$ cat config.mk
export PLATFORM = sky130hd
export DESIGN_NAME = inv_shift_row_byte_sub
export DESIGN_NICKNAME = d
export VERILOG_FILES = /design/src/rtl/inv_shift_row_byte_sub.sv
export SDC_FILE = /design/constraint.sdc
export NUM_CORES = 1
export LEC_CHECK = 0
export CORE_AREA = 2 2 120 122
export CTS_CLUSTER_SIZE = 30
export DETAILED_ROUTE_END_ITERATION = 16
export DIE_AREA = 0 0 122 124
export PLACE_DENSITY_LB_ADDON = 0.12
export SYNTH_ARGS = -nofsm -noshare
export SYNTH_HDL_FRONTEND = slang
export SYNTH_SLANG_ARGS = --single-unit
export TNS_END_PERCENT = 20
$ cat constraint.sdc
create_clock -name ap_clk -period 4.3 [get_ports ap_clk]
set_input_delay 0.86 -clock ap_clk [delete_from_list [all_inputs] [get_ports ap_clk]]
set_output_delay 0.86 -clock ap_clk [all_outputs]
set_load 0.1 [all_outputs]
$ cat src/rtl/inv_shift_row_byte_sub.sv
// AES decrypt inverse ShiftRows + inverse SubBytes, applied in place on the shared statemt memory.
// Optional build macro AES_INVSB_RANGE_CHECK_EN adds a sticky range_err flag for nonzero upper read bits.
module inv_shift_row_byte_sub (
`ifdef AES_INVSB_RANGE_CHECK_EN
    output logic        range_err,
`endif
    input  logic        ap_clk,
    input  logic        ap_rst_n,
    input  logic        ap_start,
    output logic        ap_done,
    output logic        ap_idle,
    output logic        ap_ready,
    output logic [4:0]  statemt_address0,
    output logic        statemt_ce0,
    output logic        statemt_we0,
    output logic [31:0] statemt_d0,
    input  logic [31:0] statemt_q0,
    output logic [4:0]  statemt_address1,
    output logic        statemt_ce1,
    output logic        statemt_we1,
    output logic [31:0] statemt_d1,
    input  logic [31:0] statemt_q1,
    output logic [7:0]  invSbox_address0,
    output logic        invSbox_ce0,
    input  logic [7:0]  invSbox_q0,
    output logic [7:0]  invSbox_address1,
    output logic        invSbox_ce1,
    input  logic [7:0]  invSbox_q1
);

    typedef enum logic [1:0] {S_IDLE, S_RD, S_LK, S_DONE} state_t;

    state_t      state, state_nxt;
    logic [3:0]  k, k_nxt;
    logic [3:0]  km1;
    logic [7:0]  state_buf [16];
    logic        unused_bits;

    // Source byte for output o: row r = o[1:0] rotated right by r, so column becomes (c - r) mod 4.
    function automatic logic [3:0] src_idx(input logic [3:0] o);
        logic [1:0] col;
        col = o[3:2] - o[1:0];
        return {col, o[1:0]};
    endfunction

    assign km1         = k - 4'd1;
    assign ap_idle     = (state == S_IDLE) && !ap_start;
    assign unused_bits = ^{statemt_q0[31:8], statemt_q1[31:8], km1[3]};

    always_ff @(posedge ap_clk or negedge ap_rst_n) begin
        if (!ap_rst_n) begin
            state <= S_IDLE;
            k     <= 4'd0;
        end else begin
            state <= state_nxt;
            k     <= k_nxt;
        end
    end

    always_comb begin
        state_nxt        = state;
        k_nxt            = k;
        ap_done          = 1'b0;
        ap_ready         = 1'b0;
        statemt_address0 = 5'd0;
        statemt_address1 = 5'd0;
        statemt_ce0      = 1'b0;
        statemt_ce1      = 1'b0;
        statemt_we0      = 1'b0;
        statemt_we1      = 1'b0;
        statemt_d0       = 32'd0;
        statemt_d1       = 32'd0;
        invSbox_address0 = 8'd0;
        invSbox_address1 = 8'd0;
        invSbox_ce0      = 1'b0;
        invSbox_ce1      = 1'b0;
        case (state)
            S_IDLE: begin
                if (ap_start) begin
                    state_nxt = S_RD;
                    k_nxt     = 4'd0;
                end
            end
            S_RD: begin
                if (!k[3]) begin
                    statemt_ce0      = 1'b1;
                    statemt_ce1      = 1'b1;
                    statemt_address0 = {1'b0, k[2:0], 1'b0};
                    statemt_address1 = {1'b0, k[2:0], 1'b1};
                end
                if (k == 4'd8) begin
                    state_nxt = S_LK;
                    k_nxt     = 4'd0;
                end else begin
                    k_nxt = k + 4'd1;
                end
            end
            S_LK: begin
                // ROM lookup for pair k overlaps the write-back of pair k-1.
                if (!k[3]) begin
                    invSbox_ce0      = 1'b1;
                    invSbox_ce1      = 1'b1;
                    invSbox_address0 = state_buf[src_idx({k[2:0], 1'b0})];
                    invSbox_address1 = state_buf[src_idx({k[2:0], 1'b1})];
                end
                if (k != 4'd0) begin
                    statemt_ce0      = 1'b1;
                    statemt_ce1      = 1'b1;
                    statemt_we0      = 1'b1;
                    statemt_we1      = 1'b1;
                    statemt_address0 = {1'b0, km1[2:0], 1'b0};
                    statemt_address1 = {1'b0, km1[2:0], 1'b1};
                    statemt_d0       = {24'd0, invSbox_q0};
                    statemt_d1       = {24'd0, invSbox_q1};
                end
                if (k == 4'd8) begin
                    state_nxt = S_DONE;
                    k_nxt     = 4'd0;
                end else begin
                    k_nxt = k + 4'd1;
                end
            end
            S_DONE: begin
                ap_done   = 1'b1;
                ap_ready  = 1'b1;
                state_nxt = S_IDLE;
                k_nxt     = 4'd0;
            end
            default: begin
                state_nxt = S_IDLE;
                k_nxt     = 4'd0;
            end
        endcase
    end

    // Buffer contents are don't-care after reset, so it carries no reset.
    always_ff @(posedge ap_clk) begin
        if (state == S_RD && k != 4'd0) begin
            state_buf[{km1[2:0], 1'b0}] <= statemt_q0[7:0];
            state_buf[{km1[2:0], 1'b1}] <= statemt_q1[7:0];
        end
    end

`ifdef AES_INVSB_RANGE_CHECK_EN
    always_ff @(posedge ap_clk or negedge ap_rst_n) begin
        if (!ap_rst_n) begin
            range_err <= 1'b0;
        end else if (state == S_IDLE && ap_start) begin
            range_err <= 1'b0;
        end else if (state == S_RD && k != 4'd0 &&
                     ((|statemt_q0[31:8]) || (|statemt_q1[31:8]))) begin
            range_err <= 1'b1;
        end
    end
`endif

endmodule

# Word-level counts from Yosys, hierarchy flattened
# Memories as Yosys holds them, arrays and structs flattened.
# Index checks and enable logic that the tools add are counted.
dict set report totals {
  latchBits 0
  ramBits 128
  input_bits 83
  mem_count 1
  out_inout_bits 99
  regBits 6
  romBits 0
}
# memory depth width read_ports rd_clocked_by_memory_dff wr line_no
set mem_list {}
lappend mem_list {state_buf 16 8 2 0 2 36} ;# logic [7:0] state_buf [16];
dict set report classes {
  n_mux 29
  add_sub_neg 4
  shift 0
  reduce_logical 7
  order_cmp 0
  div_mod_pow 0
  bitwise_logic 0
  n_eq_ne 7
  mul 0
}
# cell n
set ops {}
lappend ops {{2-to-1 mux 8 bit} 8}
lappend ops {{2-to-1 mux 4 bit} 6}
lappend ops {{one-hot mux 4 bit (2 select lines)} 2}
lappend ops {{one-hot mux 4 bit (3 select lines)} 1}
lappend ops {{one-hot mux 2 bit (4 select lines)} 1}
lappend ops {{2-to-1 mux 1 bit} 7}
lappend ops {{2-to-1 mux 2 bit} 3}
lappend ops {{inequality test 2 bit (second input constant)} 3}
lappend ops {{adder 4 x 1 -> 4 bit (second input constant)} 1}
lappend ops {{== test 2 bit (second input constant)} 2}
lappend ops {{== test 4 bit (second input constant)} 1}
lappend ops {{nonzero test 4 bit} 1}
lappend ops {{subtractor 2 bit} 2}
lappend ops {{AND reduction 3 bit} 1}
lappend ops {{subtractor 3 x 1 -> 3 bit (second input constant)} 1}
lappend ops {{== test 2 x 1 -> 1 bit (second input constant)} 1}
lappend ops {{logical AND 1 bit} 2}
lappend ops {{zero test 2 bit} 1}
lappend ops {{one-hot mux 1 bit (2 select lines)} 1}
lappend ops {{OR reduction 2 bit} 1}
lappend ops {{zero test 1 bit} 1}

# Depth between registers and ports, before layout
# Gate-level depths: netlist of run 1.
dict set report logic_depth {
  word_depth 4
  ltp_mapped 9
  ltp_nobuf 6
}

# Least setup slack after synthesis of run 1
# Ideal clock, no wire load.
dict set report synth_timing {
  path_type {register -> output}
  from {register k[0]}
  to {output statemt_address1[2]}
  slack_ns 0.005
  path_buffers 4
  t_arrival_ns 3.435
  required_time_ns 3.440
  path_stages_with_launch 10
  cell_sequence {dfrtp_1 -> buf_6 -> buf_2 -> inv_1 -> ha_1 -> or3b_1 -> buf_6 -> o211ai_1 -> a21boi_1 -> buf_4}
}
dict set report synth_via {
  elab_chain_cells 3
}
# element line_no
set synth_lines {}
lappend synth_lines {{start, declared} 34} ;# logic [3:0] k, k_nxt;
lappend synth_lines {{start signal, assigned} 56} ;# k <= k_nxt;
lappend synth_lines {{subtractor 3 x 1 -> 3 bit / nonzero test 4 bit (equally long branches)} {46, 106}}
lappend synth_lines {{2-to-1 mux 4 bit (*)} 106} ;# if (k != 4'd0) begin
lappend synth_lines {{one-hot mux 4 bit (2 select lines) (*)} 77} ;# case (state)
lappend synth_lines {{end, declared} 18} ;# output logic [4:0] statemt_address1,
# Every way passes the cells marked *; elsewhere a longest branch is shown, timed or not.

# Worst setup path in the final report of run 1
dict set report layout_timing {
  from {register k[1]}
  to {output statemt_ce1}
}
dict set report layout_via {
  elab_chain_cells 3
}
# element line_no
set layout_lines {}
lappend layout_lines {{nonzero test 4 bit} 106}
lappend layout_lines {{2-to-1 mux 1 bit} 106}
lappend layout_lines {{one-hot mux 1 bit (2 select lines)} 77}
lappend layout_lines {{end, declared} 19} ;# output logic statemt_ce1,
# Every way passes these cells.

==> results.txt, run 1 <==
Fill cells in the final layout number 1079. The residual overflow from global routing came out at 0. Tracing the worst setup path back leads to its startpoint at k[1]. The synthesized design spends more area on one cell type than any other, namely sky130_fd_sc_hd__edfxtp_1. The worst setup skew after layout came out at 0.0126 ns. In this run the count of I/O pins placed on the die edge is 182. The growth of design area from synthesis to finish is 25.3%. The sum of net half-perimeters after detailed placement is 7960 um. At the end of routability-driven placement, the weighted congestion stood at 0.739. The highest attainable clock frequency is 277 MHz. Setup repair after global routing left no endpoint under its margin. The clock slew seen by the registers of the worst setup and hold paths is 0.06 ns. The overall die area is 15100 sq um. Once the clock tree was built, the setup fixing pass inserted 0 buffers. The via count of the first global-routing pass came out at 3384. Of the synthesized area, sequential elements account for 65.7%. The arrival time at the worst endpoint came out at 2.75 ns. After the first detailed-routing iteration, the DRC count stood at 203. At the worst endpoint, the required time is 3.44 ns. For the pin with the worst max-slew slack, the measured transition is 0.972 ns. The number of slew-limit violations in the final report is 0. The synthesized netlist devotes 1.44% of its cell area to adder and majority cells.

In this run, CTS created clock tree buffers numbering 17. The finished layout cell area came out at 7610 sq um. The post-synthesis mux area share came out at 11.8%. Once the floorplan was initialized, standard cells occupied 44.3% of the core. The post-layout instance count excluding filler cells came out at 666. The width of the chip came out at 122 um. The final period utilization is 83.9%.

The post-layout total power is 6.19 mW. The synthesized netlist cell count came out at 387. The standby leakage power is 2.76 nW. The clock latency of the later-clocked register in the worst-skew pair is 0.41 ns. The setup total negative slack came out at 0 ns. The worst register-to-register path begins at k[1]. The count of warnings emitted by yosys is 0. The floorplan step defined a core boundary enclosing 13700 sq um. By count the netlist is led by sky130_fd_sc_hd__edfxtp_1, sky130_fd_sc_hd__buf_4, sky130_fd_sc_hd__mux2_2. The post-cts gate resize count is 0.

In this run the tool buffered the top-level ports with 82 buffer cells. The class of the worst hold path is reg -> reg. The remaining max-slew budget at the tightest pin came out at 35.0%.

The H-tree was split into 4 levels. The total setup violations reported at the end of the flow came out at 0. The total wirelength of the detailed-routed design is 12500 um. The tightest hold path in the finished design has a slack of 0.586 ns. The mean cell area of the mapped netlist is 15.7 sq um. The area share of and/or/nand/nor cells after synthesis is 6.24%.

Timing analysis after detailed placement gives a worst setup slack of 1.11 ns. The number of hold violations in the final report is 0. The share of the core filled with cells is 55.5%. Ranked by total cell area, the synthesized netlist is headed by sky130_fd_sc_hd__edfxtp_1, sky130_fd_sc_hd__buf_4, sky130_fd_sc_hd__mux4_2.

The largest net degree at the start of global routing came out at 46. Yosys instantiated no cell more often than sky130_fd_sc_hd__edfxtp_1. The xor/xnor cell area share of the yosys netlist came out at 0.144%. The worst setup path is launched from a flip-flop. The minimum clock period after layout is 3.61 ns. The maximum buffer depth of the clock tree is 2. The worst hold path begins at state[1]. Yosys mapped a number of flops with a built-in enable equal to 128. In the global route stage, overall resource usage came out at 17.3%. The total of max-cap violations is 0. STA classifies the critical path endpoint as an output port. The number of iterations in the first detailed-routing pass came out at 4. The share of synthesized flip-flops with an asynchronous set or reset is 4.48%.

Dividing total power by cell area gives a power density of 813 nW/um^2. The post-cts hold buffer count came out at 0. The count of antenna diodes in the layout came out at 0. IR analysis of the VDD net gives a maximum drop of 335 uV. The detail route stage leaves a number of antenna-violating nets equal to 0. The post-layout net count came out at 563. The leading register cell type out of synthesis is sky130_fd_sc_hd__edfxtp_1. Yosys mapped the design onto 42 distinct sky130hd cell types. The flow ran to the end, and the final reports show no timing, DRC or antenna violations. The CTS tree is done.

The number of design rule violations left after detail routing is 0. The die height is 124 um. Summed over its instances, the top area cell type makes up 63.3% of the synthesized netlist area. After synthesis, the largest family of logic cells by area is multiplexers. The number of placement rows is 43.

The post-place instance area came out at 7030 sq um. The mean number of vias per cell came out at 5.13. The worst setup slack after layout came out at 0.693 ns. The peak fanout along the critical path came out at 19.

The netlist area before placement is 6070 sq um. The detail-routed net length per standard cell is 18.8 um. The initial antenna violation count is 0. The overall via count from detail_route came out at 3419. The synthesized design contains 134 register bits. The wire length of the first global-routing pass is 19100 um. For this design, the sink count on the clock tree is 134. The synthesized netlist devotes 4.53% of its cell area to compound gates.

The worst setup path is of the reg -> out kind. Clock tree synthesis selected as its root buffer the cell sky130_fd_sc_hd__clkbuf_16. The total placed cells including tap cells is 634.

The fraction of final layout cells with drive strength greater than 1 came out at 27.8%.
-- cell type report --
type / instances / area [sq um] / share of cell area (%)
clock inverters: 14 / 153 / 2.01
clock buffers: 18 / 429 / 5.64
repair buffers: 94 / 1110 / 14.6
well taps: 180 / 225 / 2.96
multi-input cells: 218 / 1670 / 22.0
flip-flops and latches: 134 / 3990 / 52.5
inverters: 8 / 30.0 / 0.395
-- placed cells by master, fill, tap and decap left out, types with 4 or more instances in the layout --
| cell type | synthesis | layout |
|---|---|---|
| sky130_fd_sc_hd__and3_1 | 17 | 17 |
| sky130_fd_sc_hd__edfxtp_1 | 128 | 128 |
| sky130_fd_sc_hd__nor2_1 | 14 | 14 |
| sky130_fd_sc_hd__nand2_1 | 5 | 5 |
| sky130_fd_sc_hd__o21ai_0 | 5 | 5 |
| sky130_fd_sc_hd__clkinvlp_4 | 0 | 4 |
| sky130_fd_sc_hd__clkbuf_16 | 0 | 17 |
| sky130_fd_sc_hd__mux2i_1 | 10 | 10 |
| sky130_fd_sc_hd__conb_1 | 1 | 51 |
| sky130_fd_sc_hd__dfrtp_1 | 6 | 6 |
| sky130_fd_sc_hd__nor3_1 | 10 | 8 |
| sky130_fd_sc_hd__mux2_2 | 24 | 24 |
| sky130_fd_sc_hd__inv_1 | 7 | 7 |
| sky130_fd_sc_hd__ha_1 | 7 | 7 |
| sky130_fd_sc_hd__o22ai_1 | 17 | 17 |
| sky130_fd_sc_hd__nand2b_1 | 5 | 5 |
| sky130_fd_sc_hd__nand3_1 | 6 | 6 |
| sky130_fd_sc_hd__a22o_1 | 8 | 8 |
| sky130_fd_sc_hd__clkdlybuf4s50_1 | 0 | 36 |
| sky130_fd_sc_hd__mux4_2 | 15 | 15 |
| sky130_fd_sc_hd__clkinv_4 | 0 | 4 |
| sky130_fd_sc_hd__buf_4 | 61 | 33 |
| sky130_fd_sc_hd__buf_12 | 1 | 25 |
-- metal layers --
metal	part of all wire [%]	global-route usage, %	up-vias	wire, um
li1	-	-	1540	-
met1	43	21.1	1721	5360
met2	49	29.6	152	6190
met3	6.9	4.95	6	862
met4	0.85	5.82	0	106
met5	0	0	-	0
-- power breakdown --
part | switching [mW] | internal, mW
Sequential | 0.0290 | 1.55
Clock | 0.529 | 0.856
Combinational | 2.32 | 0.903
Total | 2.88 | 3.31
-- flip-flops by register name, indices dropped and copies added, names as in the netlist --
signal and count:
state_buf 128, k 4, state 2
-- worst paths after layout --
check | cells after the start | to | slack (ns)
min in group asynchronous | 1 | state[0] | 0.71
setup / recovery | 6 | statemt_ce1 | 0.69
hold / removal | 1 | state[1] | 0.59
max in group asynchronous | 1 | k[3] | 3.35
hold reg to reg | 1 | state[1] | 0.59
setup reg to reg | 5 | state_buf[5][2] | 1.92
-- critical path: stages, from the launching register on --
cell                      delay (ns)
sky130_fd_sc_hd__dfrtp_1        0.37
sky130_fd_sc_hd__inv_1          0.23
sky130_fd_sc_hd__ha_1           0.34
sky130_fd_sc_hd__or3b_1         0.62
sky130_fd_sc_hd__and2_4         0.30
sky130_fd_sc_hd__o21a_1         0.27
sky130_fd_sc_hd__buf_12         0.21
-- cell families (layout without fill, tap and decap cells) --
family / after synthesis / after routing
compound gates: 40 / 40
xor+xnor: 1 / 1
fa+ha+maj: 7 / 7
buf+inv: 85 / 134
flops: 134 / 134
mux: 50 / 50
other cells: 1 / 51
simple gates: 69 / 69
No activity file was read; power rests on OpenSTA's default activity.
==> run 2, diff against run 1 <==
--- a/config.mk
+++ b/config.mk
@@ -5,10 +5,10 @@
 export SDC_FILE = /design/constraint.sdc
 export NUM_CORES = 1
 export LEC_CHECK = 0
-export CORE_AREA = 2 2 120 122
+export CORE_AREA = 2 2 122 124
 export CTS_CLUSTER_SIZE = 30
 export DETAILED_ROUTE_END_ITERATION = 16
-export DIE_AREA = 0 0 122 124
+export DIE_AREA = 0 0 124 126
 export PLACE_DENSITY_LB_ADDON = 0.12
 export SYNTH_ARGS = -nofsm -noshare
 export SYNTH_HDL_FRONTEND = slang
==> constraint.sdc (replaced) <==
create_clock -name ap_clk -period 3.3 [get_ports ap_clk]
set_input_delay 0.66 -clock ap_clk [delete_from_list [all_inputs] [get_ports ap_clk]]
set_output_delay 0.66 -clock ap_clk [all_outputs]
set_load 0.1 [all_outputs]
==> run 2 against run 1 <==
  * Clock skew decreased by 0.0062 ns
  * Critical path depth unchanged
  * First-iteration DRC count increased by 2.0%
  * Global-route usage shrank 0.23 points
  * Register-to-register slack got worse by 0.69 ns
  * Total power up 36%
  * Largest cell class unchanged
  * Highest routed layer unchanged
==> results.txt, run 2 (same netlist as run 1, synthesis figures left out) <==
The initial antenna violation count came out at 0 (unchanged). The run finished with clean final reports. Setup repair after global routing left no endpoint under its margin. Clock tree synthesis selected as its root buffer the cell sky130_fd_sc_hd__clkbuf_16. The routability-driven placement congestion ratio was 0.758 (+2.7%). The number of design rule violations left after detail routing came out at 0 (unchanged). The count of antenna diodes in the layout is 0 (unchanged). The final hold slack came out at 0.503 ns (-0.0837 ns). The power density over the cells is 1060 nW/um^2 (+31%). The clock latency of the later-clocked register in the worst-skew pair is 0.41 ns (about the same). The fraction of final layout cells with drive strength greater than 1 came out at 28.4% (+0.59 points). The remaining max-slew budget at the tightest pin was 65.7% (+31 points). The worst-case register-to-register setup slack is 1.23 ns (-0.69 ns). The peak per-stage delay on the critical path came to 0.43 ns (-0.19 ns).

The worst setup skew after layout came to 0.00644 ns (-0.00619 ns). The number of fill cells is 1158 (+7.3%). For this design, the slowest cell found on the critical path is sky130_fd_sc_hd__or3b_1. The growth of design area from synthesis to finish is 30.1%. The total area of sequential cells is 3990 sq um (unchanged). The initial DRC count came to 207 (+2.0%). The type of the worst setup path is reg -> out. The count of input and output buffers came out at 82 (unchanged).

The number of top-level pins is 182 (unchanged). The largest net degree at the start of global routing was 27 (-41%). The net switching power of the design came out at 3.76 mW (+31%).

The number of placement rows is 44 (+2.3%). The critical path required time was 2.64 ns (-0.80 ns). The sequential share of power was 24.6% (-0.9 points). The number of clock sinks seen by CTS came out at 134 (unchanged). The number of hold violations in the final report was 0 (unchanged). The residual overflow from global routing came to 0 (unchanged).

TritonCTS built the clock tree. In the layout the commonest cells are sky130_fd_sc_hd__edfxtp_1, sky130_fd_sc_hd__conb_1, sky130_fd_sc_hd__buf_12, sky130_fd_sc_hd__clkdlybuf4s50_1, sky130_fd_sc_hd__mux2_2. The total of max-cap violations was 0 (unchanged). The number of slew-limit violations in the final report was 0 (unchanged). The endpoint identified for the worst register-to-register timing path is state_buf[9][1]. The peak fanout along the critical path is 7 (-12). The post-layout net count is 568 (+0.89%). The worst vdd rail ir drop is 690 uV (+110%). The min-delay analysis places its worst path in the category in -> async. The share of total power in combinational logic is 54.9% (+2.8 points). The wire length of the first global-routing pass is 18900 um (-1.1%). The area of the core region is 14300 sq um (+4.3%). The starting density of the core came out at 42.4% (-1.8 points). The combined global-route utilization of all metal layers came to 17.0% (-0.23 points).

The minimum clock period after layout came out at 3.09 ns. The total setup violations reported at the end of the flow is 0 (unchanged). The buffers inserted during post-CTS setup optimization is 0 (unchanged). The standby leakage power came to 2.86 nW (+3.7%). The overall die area is 15600 sq um (+3.3%). The critical path goes through inv_1 > ha_1 > or3b_1 > and2_4 > o21a_1 > buf_12. The maximum buffer depth of the clock tree is 2 (unchanged).

The die height is 126 um (+1.6%). The critical path starts at k[1]. The switching share of power was 44.8% (-1.7 points). The detail-routed net length per standard cell came out at 18.2 um (-3.1%).

The setup total negative slack is 0 ns (unchanged). The slew at the pin closest to its max-slew limit was 0.511 ns (-0.461 ns). The post-cts gate resize count is 0 (unchanged).

Based on the critical path, the design can be clocked at up to 324 MHz. The clock slew seen by the registers of the worst setup and hold paths was 0.05 ns (about the same). The width of the chip is 124 um (+1.6%). The post-cts hold buffer count came out at 0 (unchanged). The arrival time at the worst endpoint came to 2.43 ns (-0.32 ns). The H-tree depth is 4 (unchanged). The share of total power in the clock network is 20.6% (-1.8 points). The most critical setup path has its endpoint at statemt_address1[0]. The total clock buffers created by CTS is 17 (unchanged). The number of iterations in the first detailed-routing pass came out at 6 (+2).

The antenna violation net count after detailed routing is 0 (unchanged). The sum of net half-perimeters after detailed placement came out at 7910 um (-0.61%). The kind of launch point of the worst setup path is a flip-flop. The worst setup path is captured at an output port. The final period utilization is 93.5%.

The overall via count from detail_route is 3335 (-2.5%). The internal power came out at 4.63 mW (+40%). The area of combinational cells with multiple inputs is 1700 sq um (+1.6%). The library cell used most frequently in the layout, excluding fill and tap cells, is sky130_fd_sc_hd__edfxtp_1. The total wirelength of the detailed-routed design came out at 12300 um (-2.0%). The launch point of the worst reg-to-reg path is k[1]. The mean number of vias per cell came out at 4.95 (-3.6%). The cell count of the worst reg-to-reg path came out at 6 (+1). The via count of the first global-routing pass is 3236 (-4.4%). The flip-flop count of the largest register, all copies and words added is 128 (unchanged).
==> run 2: changes by cell type in the layout (fill, tap and decap cells not counted), sizes merged <==
cell / before / now
buf: 58 / 65
clkinvlp: 4 / 0
clkbuf: 18 / 20
clkdlybuf4s50: 36 / 34
clkinv: 6 / 8
inv: 10 / 9
==> run 2: worst min path at each step <==
stage,to,slack (ns),cells past startpoint
2_1_floorplan,k[0],0.36,0
3_3_place_gp,state[1],0.56,1
3_5_place_dp,state[1],0.57,1
4_1_cts,state[0],0.50,1
5_1_grt,state[0],0.52,1
6_report,state[0],0.50,1
==> run 2: metrics by stage <==
step	power (mW)	std cells	utilization (%)	area, sq um	setup slack, ns
finish	8.39	674	55.2	7900	0.213
global placement	6.71	643	51.4	7360	0.648
floorplan	5.45	437	-	6290	-0.447
detailed placement	6.73	643	51.4	7360	0.605
global route	8.70	674	55.2	7900	0.109
CTS	8.47	674	55.2	7900	0.157
==> run 2: power by group through the flow <==
stage | combinational [mW] | sequential [mW] | clock [mW]
global route | 4.79 | 2.07 | 1.85
detailed placement | 4.64 | 2.10 | 0
global placement | 4.62 | 2.09 | 0
floorplan | 3.36 | 2.09 | 0
finish | 4.60 | 2.06 | 1.73
CTS | 4.65 | 2.06 | 1.76
==> run 2: area by class of cell <==
class                           instances  area share, %
Timing Repair Buffer                   99           17.8
Tap cell                              184           2.91
Sequential cell                       134           50.5
Clock buffer                           20           5.53
Clock inverter                         11           1.38
Multi-Input combinational cell        218           21.5
Inverter                                8          0.380
==> run 2: layer usage <==
| metal | track usage, % | part of all wire, % | vias to the layer above |
|---|---|---|---|
| li1 | - | - | 1551 |
| met1 | 23.1 | 43 | 1644 |
| met2 | 26.8 | 50 | 127 |
| met3 | 3.44 | 6.0 | 13 |
| met4 | 7.27 | 1.5 | 0 |
| met5 | 0 | 0 | - |
==> run 2: worst max-delay path: cells and delay by family, from the launching register on <==
family          cells  cell delay (ns)
compound gates      1             0.27
simple gates        2             0.64
buf+inv             2             0.41
fa+ha+maj           1             0.31
flops               1             0.39
